--- config.mk ---
export PLATFORM = sky130hd
export DESIGN_NAME = io_port_controller
export DESIGN_NICKNAME = d
export VERILOG_FILES = /design/src/rtl/io_port_controller.sv
export SDC_FILE = /design/constraint.sdc
export NUM_CORES = 1
export LEC_CHECK = 0
export ABC_AREA = 1
export CAP_MARGIN = 10
export CORE_ASPECT_RATIO = 0.75
export CORE_MARGIN = 3
export CORE_UTILIZATION = 25
export DETAILED_ROUTE_END_ITERATION = 6
export HOLD_SLACK_MARGIN = 0.02
export PLACE_DENSITY_LB_ADDON = 0.2
export SLEW_MARGIN = 20
export SYNTH_ARGS = -nofsm -noshare
export SYNTH_HDL_FRONTEND = slang
export SYNTH_SLANG_ARGS = --single-unit
--- constraint.sdc ---
create_clock -name clock -period 5.35 [get_ports clock]
set_clock_uncertainty 0.1 [all_clocks]
set_input_delay 1.07 -clock clock [delete_from_list [all_inputs] [get_ports clock]]
set_output_delay 1.07 -clock clock [all_outputs]
set_load 0.005 [all_outputs]
--- src/rtl/io_port_controller.sv ---
// Memory-mapped output channel registers plus a button-qualified input capture
// FSM that holds the core in stall while an IN instruction waits for the user.
module io_port_controller #(
    parameter int          DATA_W    = 32,
    parameter int          IN_W      = 16,
    parameter int          N_OUT     = 4,
    parameter logic [31:0] BASE_ADDR = 32'd1000,
    parameter bit          SIGN_EXT  = 1'b1,
    parameter int          TIMEOUT   = 0
) (
    input  logic                    clock,
    input  logic                    rst,
    input  logic [31:0]             adress,
    input  logic [DATA_W-1:0]       writedata,
    input  logic                    MemWrite,
    input  logic                    in_req,
    input  logic                    btn_pulse,
    input  logic [IN_W-1:0]         switches,
    output logic                    stall,
    output logic [DATA_W-1:0]       in_data,
    output logic                    in_valid,
    output logic                    in_timeout,
    output logic [N_OUT*DATA_W-1:0] out_data,
    output logic [N_OUT-1:0]        out_strobe,
    output logic [15:0]             out_count
);
    // state    | meaning
    // IDLE     | no IN pending; button pulses are ignored
    // WAIT_BTN | IN pending, core stalled until button or timeout
    // DONE     | in_data valid for exactly one cycle, stall released
    typedef enum logic [1:0] {
        IDLE     = 2'd0,
        WAIT_BTN = 2'd1,
        DONE     = 2'd2
    } state_t;

    localparam int               CNT_W    = (TIMEOUT > 1) ? $clog2(TIMEOUT + 1) : 1;
    localparam logic [CNT_W-1:0] CNT_LAST = (TIMEOUT > 0) ? CNT_W'(TIMEOUT - 1) : '0;

    state_t            state;
    state_t            state_nxt;
    logic [CNT_W-1:0]  wait_cnt;
    logic              timeout_hit;
    logic [DATA_W-1:0] sw_ext;
    logic [31:0]       wr_offset;
    logic              wr_hit;

    assign timeout_hit = (TIMEOUT > 0) && (state == WAIT_BTN) && (wait_cnt == CNT_LAST);

    always_comb begin
        sw_ext = '0;
        sw_ext[IN_W-1:0] = switches;
        for (int i = IN_W; i < DATA_W; i++) begin
            sw_ext[i] = SIGN_EXT & switches[IN_W-1];
        end
    end

    always_ff @(posedge clock or posedge rst) begin
        if (rst) begin
            state <= IDLE;
        end else begin
            state <= state_nxt;
        end
    end

    // Losing in_req wins over a same-cycle button: the instruction is gone.
    always_comb begin
        state_nxt = state;
        unique case (state)
            IDLE:     if (in_req) state_nxt = WAIT_BTN;
            WAIT_BTN: begin
                if (!in_req) begin
                    state_nxt = IDLE;
                end else if (btn_pulse || timeout_hit) begin
                    state_nxt = DONE;
                end
            end
            DONE:     state_nxt = IDLE;
            default:  state_nxt = IDLE;
        endcase
    end

    always_comb begin
        stall    = in_req && (state != DONE) && !rst;
        in_valid = (state == DONE);
    end

    always_ff @(posedge clock or posedge rst) begin
        if (rst) begin
            wait_cnt <= '0;
        end else if (state != WAIT_BTN) begin
            wait_cnt <= '0;
        end else if ((TIMEOUT > 0) && !timeout_hit) begin
            wait_cnt <= wait_cnt + CNT_W'(1);
        end
    end

    always_ff @(posedge clock or posedge rst) begin
        if (rst) begin
            in_data    <= '0;
            in_timeout <= 1'b0;
        end else if (state == WAIT_BTN && in_req) begin
            if (btn_pulse) begin
                in_data    <= sw_ext;
                in_timeout <= 1'b0;
            end else if (timeout_hit) begin
                in_data    <= '0;
                in_timeout <= 1'b1;
            end
        end
    end

    // Unsigned offset: addresses below BASE_ADDR wrap to huge values and miss.
    assign wr_offset = adress - BASE_ADDR;
    assign wr_hit    = MemWrite && (wr_offset < 32'(N_OUT));

    always_ff @(posedge clock or posedge rst) begin
        if (rst) begin
            out_data   <= '0;
            out_strobe <= '0;
            out_count  <= '0;
        end else begin
            out_strobe <= '0;
            for (int i = 0; i < N_OUT; i++) begin
                if (wr_hit && wr_offset == 32'(i)) begin
                    out_data[i*DATA_W +: DATA_W] <= writedata;
                    out_strobe[i]                <= 1'b1;
                end
            end
            if (wr_hit && out_count != 16'hFFFF) begin
                out_count <= out_count + 16'd1;
            end
        end
    end
endmodule

==> results of run 1 <==
-- kinds of logic (layout without fill, tap and decap cells) --
logic type,Yosys count,after routing
compound gates,10,10
xor+xnor,14,14
flops,166,166
fa+ha+maj,2,2
simple gates,729,729
buf+inv,125,369
other cells,1,1
-- Yosys cell counts --
cell,n,area [µm²]
nand2_1,448,1680
buf_2,18,90.1
a21oi_1,3,15.0
nand3_2,1,10.0
buf_4,17,128
o21bai_1,2,15.0
nand4_1,95,594
nor4_1,2,12.5
nor2_1,67,251
ha_1,2,25.0
nor3b_1,1,7.51
clkinv_1,4,15.0
nor3_1,7,35.0
and2_1,2,12.5
buf_1,1,3.75
and3_1,2,12.5
buf_6,12,135
o21ai_1,2,10.0
o21ai_0,3,15.0
dfrtp_1,166,4150
inv_2,3,11.3
nor2_2,4,25.0
inv_1,48,180
xnor2_1,8,70.1
nor2_4,4,45.0
clkbuf_1,22,82.6
nand2_2,2,12.5
conb_1,1,3.75
xor2_1,6,52.6
nand3_1,90,450
nand3b_1,4,30.0
-- registers in the layout, summed over array words and instances, names as in the netlist --
signal and count:
out_count 16, in_data 16, out_data 128, state 2, out_strobe 4
-- worst paths after layout --
kind	endpoint	slack (ps)	depth (start not counted)
min in group asynchronous	in_data[2]$_DFFE_PP0P_	1090	2
setup reg to reg	out_count[13]$_DFFE_PP0P_	2720	9
hold reg to reg	out_data[80]$_DFFE_PP0P_	370	2
hold / removal	out_data[80]$_DFFE_PP0P_	370	2
max in group asynchronous	out_data[119]$_DFFE_PP0P_	3130	3
setup / recovery	out_data[21]$_DFFE_PP0P_	1430	18
-- final cells by class --
class	count	area, µm²
clock inverters	12	140
fillers	3256	20100
multi-input cells	756	3410
clock buffers	20	447
well taps	435	544
flip-flops and latches	166	4150
inverters	55	210
repair buffers	282	2790
-- metrics by stage --
stage                     std cells  cell area [µm²]  utilization, %  total power [µW]
final                          1726            11700            36.8              2900
after global routing           1726            11700            36.8              3030
after CTS                      1726            11700            36.8              2940
after detailed placement       1694            11100            35.0              1670
after global placement         1694            11100            35.0              1670
after floorplan                1047             8190               -              1460
-- layer usage --
metal | global-route usage, % | up-vias | part of all wire [%]
met5 | 0 | - | 0.043
li1 | - | 3832 | -
met4 | 3.90 | 2 | 1.0
met3 | 6.01 | 21 | 8.4
met1 | 25.4 | 3719 | 49
met2 | 24.1 | 254 | 41
-- power groups by stage --
stage          registers [µW]  clock network (µW)  logic (µW)
4_1_cts                  1300                1300         342
3_5_place_dp             1320                   0         341
2_1_floorplan            1330                   0         136
3_3_place_gp             1320                   0         343
5_1_grt                  1300                1350         369
6_report                 1300                1260         338
-- worst max-delay path: stages --
cell and delay [ps]:
clkdlybuf4s50_1 500, inv_1 50, ha_1 190, inv_1 70, nand2_1 80, nor2_1 90, nand2_1 190, nand2_1 150
nand2_1 60, nor2_1 110, nand3_1 120, nor2_1 160, nand3_1 150, nor2_4 170, nand2_1 380, buf_4 430
nand2_1 90, nand2_1 50
==> impl_metrics.ini, run 1 <==
[route]
postRouteAntennaNets = 0
wirelength_mm = 30.3
drt_pass1_iterations = 5
viasPerCell = 4.54
vias = 7828
drc_errors = 0
drt_iter0_markers = 616
wl_per_cell_um = 17.5

[logic_synthesis]
yosysSeqAreaShare_pct = 50.7
synth_xor_xnor_area_share_pct = 1.50
synth_fa_ha_area_share_pct = 0.306
syn_nets = 1134
synth_seq_cells = 166
synthCells = 1047
synth_top_family_by_area = simple AND/OR/NAND/NOR gates
muxShareOfSynthArea_pct = 0
synth_compound_area_share_pct = 0.672
ys_types = 31
synthSimpleGateAreaFrac_pct = 38.9
postSynthAreaPerCell_um2 = 7.82
synth_warnings = 0
synth_area_um2 = 8190

[worst_setup_path]
r2r-start = out_count[0]$_DFFE_PP0P_
cp_max_fo = 21
required_ps = 5560
critPathLaunchType = input port
criticalPathCategory = input port to flip-flop
startpoint = adress[3]
endpoint_kind = flip-flop
worstPathArrival_ps = 4130

[clocking]
hold_buffers = 0
cts-root-buf = clkbuf_16
postCtsSetupRepairBufs = 0
cts.sinks = 166
clock_latency_ps = 440
clk_path_buf_depth = 2
cts_buffers = 17
cts-htree-levels = 4
cts.clk_slew.worst_paths_ps = 60
cts_tree = done
cts_resized = 0

[run_status]
status = completed

[power]
p_clk_share_pct = 43.5
p_int_uw = 2160
seqPwrFrac_pct = 44.9
p_sw_share_pct = 25.6
switchingPower_uw = 742
irDropWorstVdd_mv = 0.178
p_leak_uw = 0.00570
combPwrFrac_pct = 11.7
powerDensity_nw_per_um2 = 248

[placement]
port_buffers = 266
place_ws_ps = 1020
dpl.hpwl_mm = 21.1
place.gp.congestion = 0.863

[timing]
hold_ws_ps = 369
worstMarginPinSlew_ps = 1020
rsz0062_at_grt = false
period_minus_slack_ps = 3920
fmax_mhz = 255
finalCritPeriodShare_pct = 73.3
relSlewSlack_pct = 31.8
layout_setup_ws_ps = 1430
report.final.slew_viol_count = 0
finalHoldViolCount = 0
setup_viol = 0
tns_ps = 0

[min_path]
hp-start = out_data[80]$_DFFE_PP0P_
min_path_type = flip-flop to flip-flop

[floorplan]
die_w_um = 215
dieHeight_um = 163
initial_core_util_pct = 25.8
io_pins = 268
die_area_um2 = 35000
rows = 56
coreArea_um2 = 31700

[global_routing]
antenna_found_initial = 1
grt_use_total_pct = 17.2
overflow = 0
grt_max_degree = 80
grt_first_pass_wirelength_mm = 46.7
grt_pass1_vias = 7533

[cells_and_area]
nNetsFinal = 1365
drive_gt1_share_pct = 5.11
diodes = 0
area_growth_pct = 42.8
final_cell_mix = 448 x nand2_1, 264 x clkdlybuf4s50_1, 166 x dfrtp_1
layout_commonest_cell = nand2_1

[run]
max_cap_violations = 0
No activity file was read; power rests on OpenSTA's default activity.
==> run 2: changes to the inputs <==
==> constraint.sdc (replaced) <==
create_clock -name clock -period 3.7 [get_ports clock]
set_clock_uncertainty 0.1 [all_clocks]
set_input_delay 0.74 -clock clock [delete_from_list [all_inputs] [get_ports clock]]
set_output_delay 0.74 -clock clock [all_outputs]
set_load 0.005 [all_outputs]
==> impl_metrics.ini, run 2 (synthesized netlist as in run 1, its figures left out) <==
[power]
power_uw = 4170
powerDensity_nw_per_um2 = 354
irDropWorstVdd_mv = 0.246
p_leak_uw = 0.00574

[clocking]
clk_path_buf_depth = 2
clock_latency_ps = 440
cts.sinks = 166
postCtsSetupRepairBufs = 0
cts-htree-levels = 4
cts.clk_slew.worst_paths_ps = 70
cts_tree = done
cts_resized = 0
cts_buffers = 17
hold_buffers = 0
cts-root-buf = clkbuf_16

[placement]
port_buffers = 266
placed_cells = 1701
place_ws_ps = 148
dpl.hpwl_mm = 21.5
place.gp.congestion = 0.897
placed_cell_area_um2 = 11200

[worst_setup_path]
path_delay_family = simple AND/OR/NAND/NOR gates
worstPathArrival_ps = 3390
worstPathCellList = clkdlybuf4s50_1, inv_1, ha_1, inv_1, nand2_1, inv_1, nand2_1, nand2_1, nor2_1, nor2_1, nor2_1, nand2_1, nor2_1, nand3_1, nor2_4, buf_12, nand4_1, nand2_1
crit_slowest_cell = clkdlybuf4s50_1
required_ps = 3970
max_stage_delay_ps = 430
crit_top_cell = nand2_1
endpoint_kind = flip-flop
cp_max_fo = 71
criticalPathCategory = input port to flip-flop
critPathLaunchType = input port
path_buf_inv = 5

[floorplan]
coreArea_um2 = 31700
die_area_um2 = 35000
rows = 56
io_pins = 268
die_w_um = 215
initial_core_util_pct = 25.8
dieHeight_um = 163

[timing]
fmax_mhz = 320
relSlewSlack_pct = 33.7
layout_setup_ws_ps = 578
setup_viol = 0
finalCritPeriodShare_pct = 84.4
report.final.slew_viol_count = 0
rsz0062_at_grt = false
worstMarginPinSlew_ps = 992
period_minus_slack_ps = 3120
tns_ps = 0
finalHoldViolCount = 0

[cells_and_area]
top_register = out_data
layout_commonest_cell = nand2_1
final_cell_mix = 448 x nand2_1, 264 x clkdlybuf4s50_1, 166 x dfrtp_1
nNetsFinal = 1372
drive_gt1_share_pct = 5.62
postLayoutCellArea_um2 = 11800
area_growth_pct = 43.9
stdcell_count = 1733
multi_input_area_um2 = 3410
largestRegisters = out_data x128, in_data x16, out_count x16
largest_reg_flops = 128
fill_cells = 3312
diodes = 0
regArea_um2 = 4150

[run_status]
status = completed

[run]
max_cap_violations = 0

[min_path]
min_path_type = flip-flop to flip-flop

[route]
postRouteAntennaNets = 0
drt_pass1_iterations = 5
drt_iter0_markers = 543
wirelength_mm = 30.7
drc_errors = 0
viasPerCell = 4.57
wl_per_cell_um = 17.7
vias = 7916

[global_routing]
grt_pass1_vias = 7737
antenna_found_initial = 0
grt_first_pass_wirelength_mm = 48.1
overflow = 0
grt_max_degree = 72
grt_use_total_pct = 17.6
## run 2: cell types whose count changed in the layout (fill, tap and decap cells not counted), sizes merged
cell,delta
clkinv,+1
buf,+7
clkbuf,-1
## run 2: path summary, 6_finish.rpt
check / start / endpoint / slack [ps] / depth (start not counted)
max in group asynchronous: rst / out_data[67]$_DFFE_PP0P_ / 1990 / 3
max: adress[3] / out_data[110]$_DFFE_PP0P_ / 580 / 18
min: out_data[59]$_DFFE_PP0P_ / out_data[59]$_DFFE_PP0P_ / 370 / 2
max reg2reg: out_count[0]$_DFFE_PP0P_ / out_count[13]$_DFFE_PP0P_ / 1640 / 9
min in group asynchronous: rst / in_data[6]$_DFFE_PP0P_ / 750 / 2
min reg2reg: out_data[59]$_DFFE_PP0P_ / out_data[59]$_DFFE_PP0P_ / 370 / 2
## run 2: worst reg2reg max path: cells and delay by family (launching register included)
kind	cells	cell delay, ps
DFF	1	420
adders and majority gates	1	270
and+or+nand+nor	7	1050
buffers and inverters	1	150
## run 2: per-stage QoR
stage / util (%) / hold slack, ps
after floorplan: - / 365
after global placement: 35.3 / 354
after detailed placement: 35.3 / 357
after CTS: 37.1 / 374
after global routing: 37.1 / 399
final: 37.1 / 369
## run 2: area by class of cell
| cell class | instances | area share [%] |
|---|---|---|
| sequential | 166 | 35.3 |
| multi-input combinational | 756 | 28.9 |
| timing repair buffer | 289 | 24.5 |
| tap | 435 | 4.62 |
| clock buffer | 19 | 3.67 |
| inverter | 55 | 1.78 |
| clock inverter | 13 | 1.23 |
## run 2: routing by layer
metal	part of all wire (%)	vias to the layer above	track usage [%]
met5	0	-	0
met4	0.74	0	3.17
met3	7.4	13	5.59
met2	42	240	25.1
met1	50	3815	26.1
li1	-	3848	-
## run 2: power breakdown
part	internal (µW)	switching, µW
Sequential	1850	28.2
Combinational	247	248
Clock	1010	791
==> run 3: changes to the inputs <==
==> constraint.sdc (replaced) <==
create_clock -name clock -period 3.1 [get_ports clock]
set_clock_uncertainty 0.1 [all_clocks]
set_input_delay 0.62 -clock clock [delete_from_list [all_inputs] [get_ports clock]]
set_output_delay 0.62 -clock clock [all_outputs]
set_load 0.005 [all_outputs]
==> impl_metrics.ini, run 3 (synthesized netlist as in run 1, its figures left out) <==
[run_status]
status = completed

[timing]
report.final.slew_viol_count = 0
period_minus_slack_ps = 2960
layout_setup_ws_ps = 139
fmax_mhz = 338
setup_viol = 0
worstMarginPinSlew_ps = 957
finalHoldViolCount = 0
relSlewSlack_pct = 36.0
finalCritPeriodShare_pct = 95.5

[cells_and_area]
diodes = 0
layout_commonest_cell = nand2_1
area_growth_pct = 53.1
nNetsFinal = 1441
largestRegisters = out_data x128, in_data x16, out_count x16
final_cell_mix = 443 x nand2_1, 263 x clkdlybuf4s50_1, 166 x dfrtp_1
largest_reg_flops = 128
top_register = out_data
drive_gt1_share_pct = 11.6
postLayoutCoreUtil_pct = 39.5
stdcell_count = 1802

[placement]
placed_cells = 1762
dpl.hpwl_mm = 22.4
port_buffers = 266
place.gp.congestion = 0.901
place_ws_ps = -320

[worst_setup_path]
r2r_setup_slack_ps = 780
crit_top_cell = nand2_1
r2r_cells = 11
cp_max_fo = 8
required_ps = 3330
criticalPathCategory = input port to flip-flop
crit_slowest_cell = clkdlybuf4s50_1
r2r-start = out_count[1]$_DFFE_PP0P_
worstPathCellList = clkdlybuf4s50_1, inv_1, ha_1, inv_1, nand2_1, nor2_1, nand2_2, nand2_2, nand2_1, nor2_2, nand3_2, nor2_2, nand3_2, nor2_4, nand2_4, clkbuf_16, nand2_1, nand2_1
max_stage_delay_ps = 480
r2r_end = out_count[12]$_DFFE_PP0P_
endpoint_kind = flip-flop
critPathLaunchType = input port
worstPathArrival_ps = 3200

[clocking]
hold_buffers = 0
cts-root-buf = clkbuf_16
cts_buffers = 17
clk_path_buf_depth = 2
cts.clk_slew.worst_paths_ps = 60
cts-htree-levels = 4
cts_tree = done
cts.sinks = 166
clock_latency_ps = 450

[floorplan]
coreArea_um2 = 31700
dieHeight_um = 163
die_area_um2 = 35000
initial_core_util_pct = 25.8
rows = 56
die_w_um = 215
io_pins = 268

[min_path]
hp-start = out_data[14]$_DFFE_PP0P_
hold_path_end = out_data[14]$_DFFE_PP0P_
min_path_type = flip-flop to flip-flop
hold_depth = 2

[power]
irDropWorstVdd_mv = 0.333
powerDensity_nw_per_um2 = 394
p_leak_uw = 0.00617

[global_routing]
grt_max_degree = 65
grt_use_total_pct = 17.7
grt_first_pass_wirelength_mm = 47.9
antenna_found_initial = 0
grt_pass1_vias = 7825
overflow = 0

[route]
wirelength_mm = 32.3
drt_iter0_markers = 502
wl_per_cell_um = 17.9
viasPerCell = 4.49
drt_pass1_iterations = 5
vias = 8099
postRouteAntennaNets = 0
drc_errors = 0

[run]
max_cap_violations = 0
## run 3: timing repair
item	in CTS	in global routing
setup buffers	0	2
endpoints found under the setup margin	0	131
gates resized for setup	0	21
## run 3: area by class of cell
| cell class | instances | area [µm²] |
|---|---|---|
| multi-input cells | 756 | 3460 |
| well taps | 435 | 544 |
| clock inverters | 12 | 120 |
| clock buffers | 20 | 437 |
| inverters | 55 | 210 |
| repair buffers | 358 | 3610 |
| flip-flops and latches | 166 | 4150 |
| fillers | 3208 | 19200 |
## run 3: stage by stage
step	hold WS [ps]	TNS [ps]	total power, µW	instance area, µm²
after floorplan	365	0	2520	8190
after global placement	353	-36460	2930	11800
after detailed placement	358	-39780	2930	11800
after CTS	375	0	5010	12300
after global routing	386	-12.4	5180	12500
final	368	0	4940	12500
## run 3: per-layer routing
metal,vias to the layer above,track usage [%],wire (µm)
met1,3826,26.0,16100
met4,0,3.90,329
met3,26,6.21,2550
li1,4001,-,-
met2,246,24.7,13300
met5,-,0,0
## run 3: worst max path at each step
stage | startpoint | to | slack [ps] | depth (start not counted)
2_1_floorplan | rst | in_data[0]$_DFFE_PP0P_ | 270 | 1
3_3_place_gp | adress[3] | out_data[60]$_DFFE_PP0P_ | -300 | 17
3_5_place_dp | adress[3] | out_data[109]$_DFFE_PP0P_ | -320 | 17
4_1_cts | adress[3] | out_data[98]$_DFFE_PP0P_ | 150 | 17
5_1_grt | adress[3] | out_data[84]$_DFFE_PP0P_ | -6 | 20
6_report | adress[3] | out_data[84]$_DFFE_PP0P_ | 140 | 18
## run 3: power breakdown
part	internal, µW	leakage [µW]	total, µW	switching (µW)
sequential	2210	0.00230	2250	33.8
clock	1120	0.000271	2060	940
combinational	332	0.00360	639	307
## run 3: critical path, delay by kind of cell
| kind | cells | cell delay [ps] |
|---|---|---|
| buffers and inverters | 4 | 850 |
| adders and majority gates | 1 | 190 |
| and+or+nand+nor | 13 | 1530 |
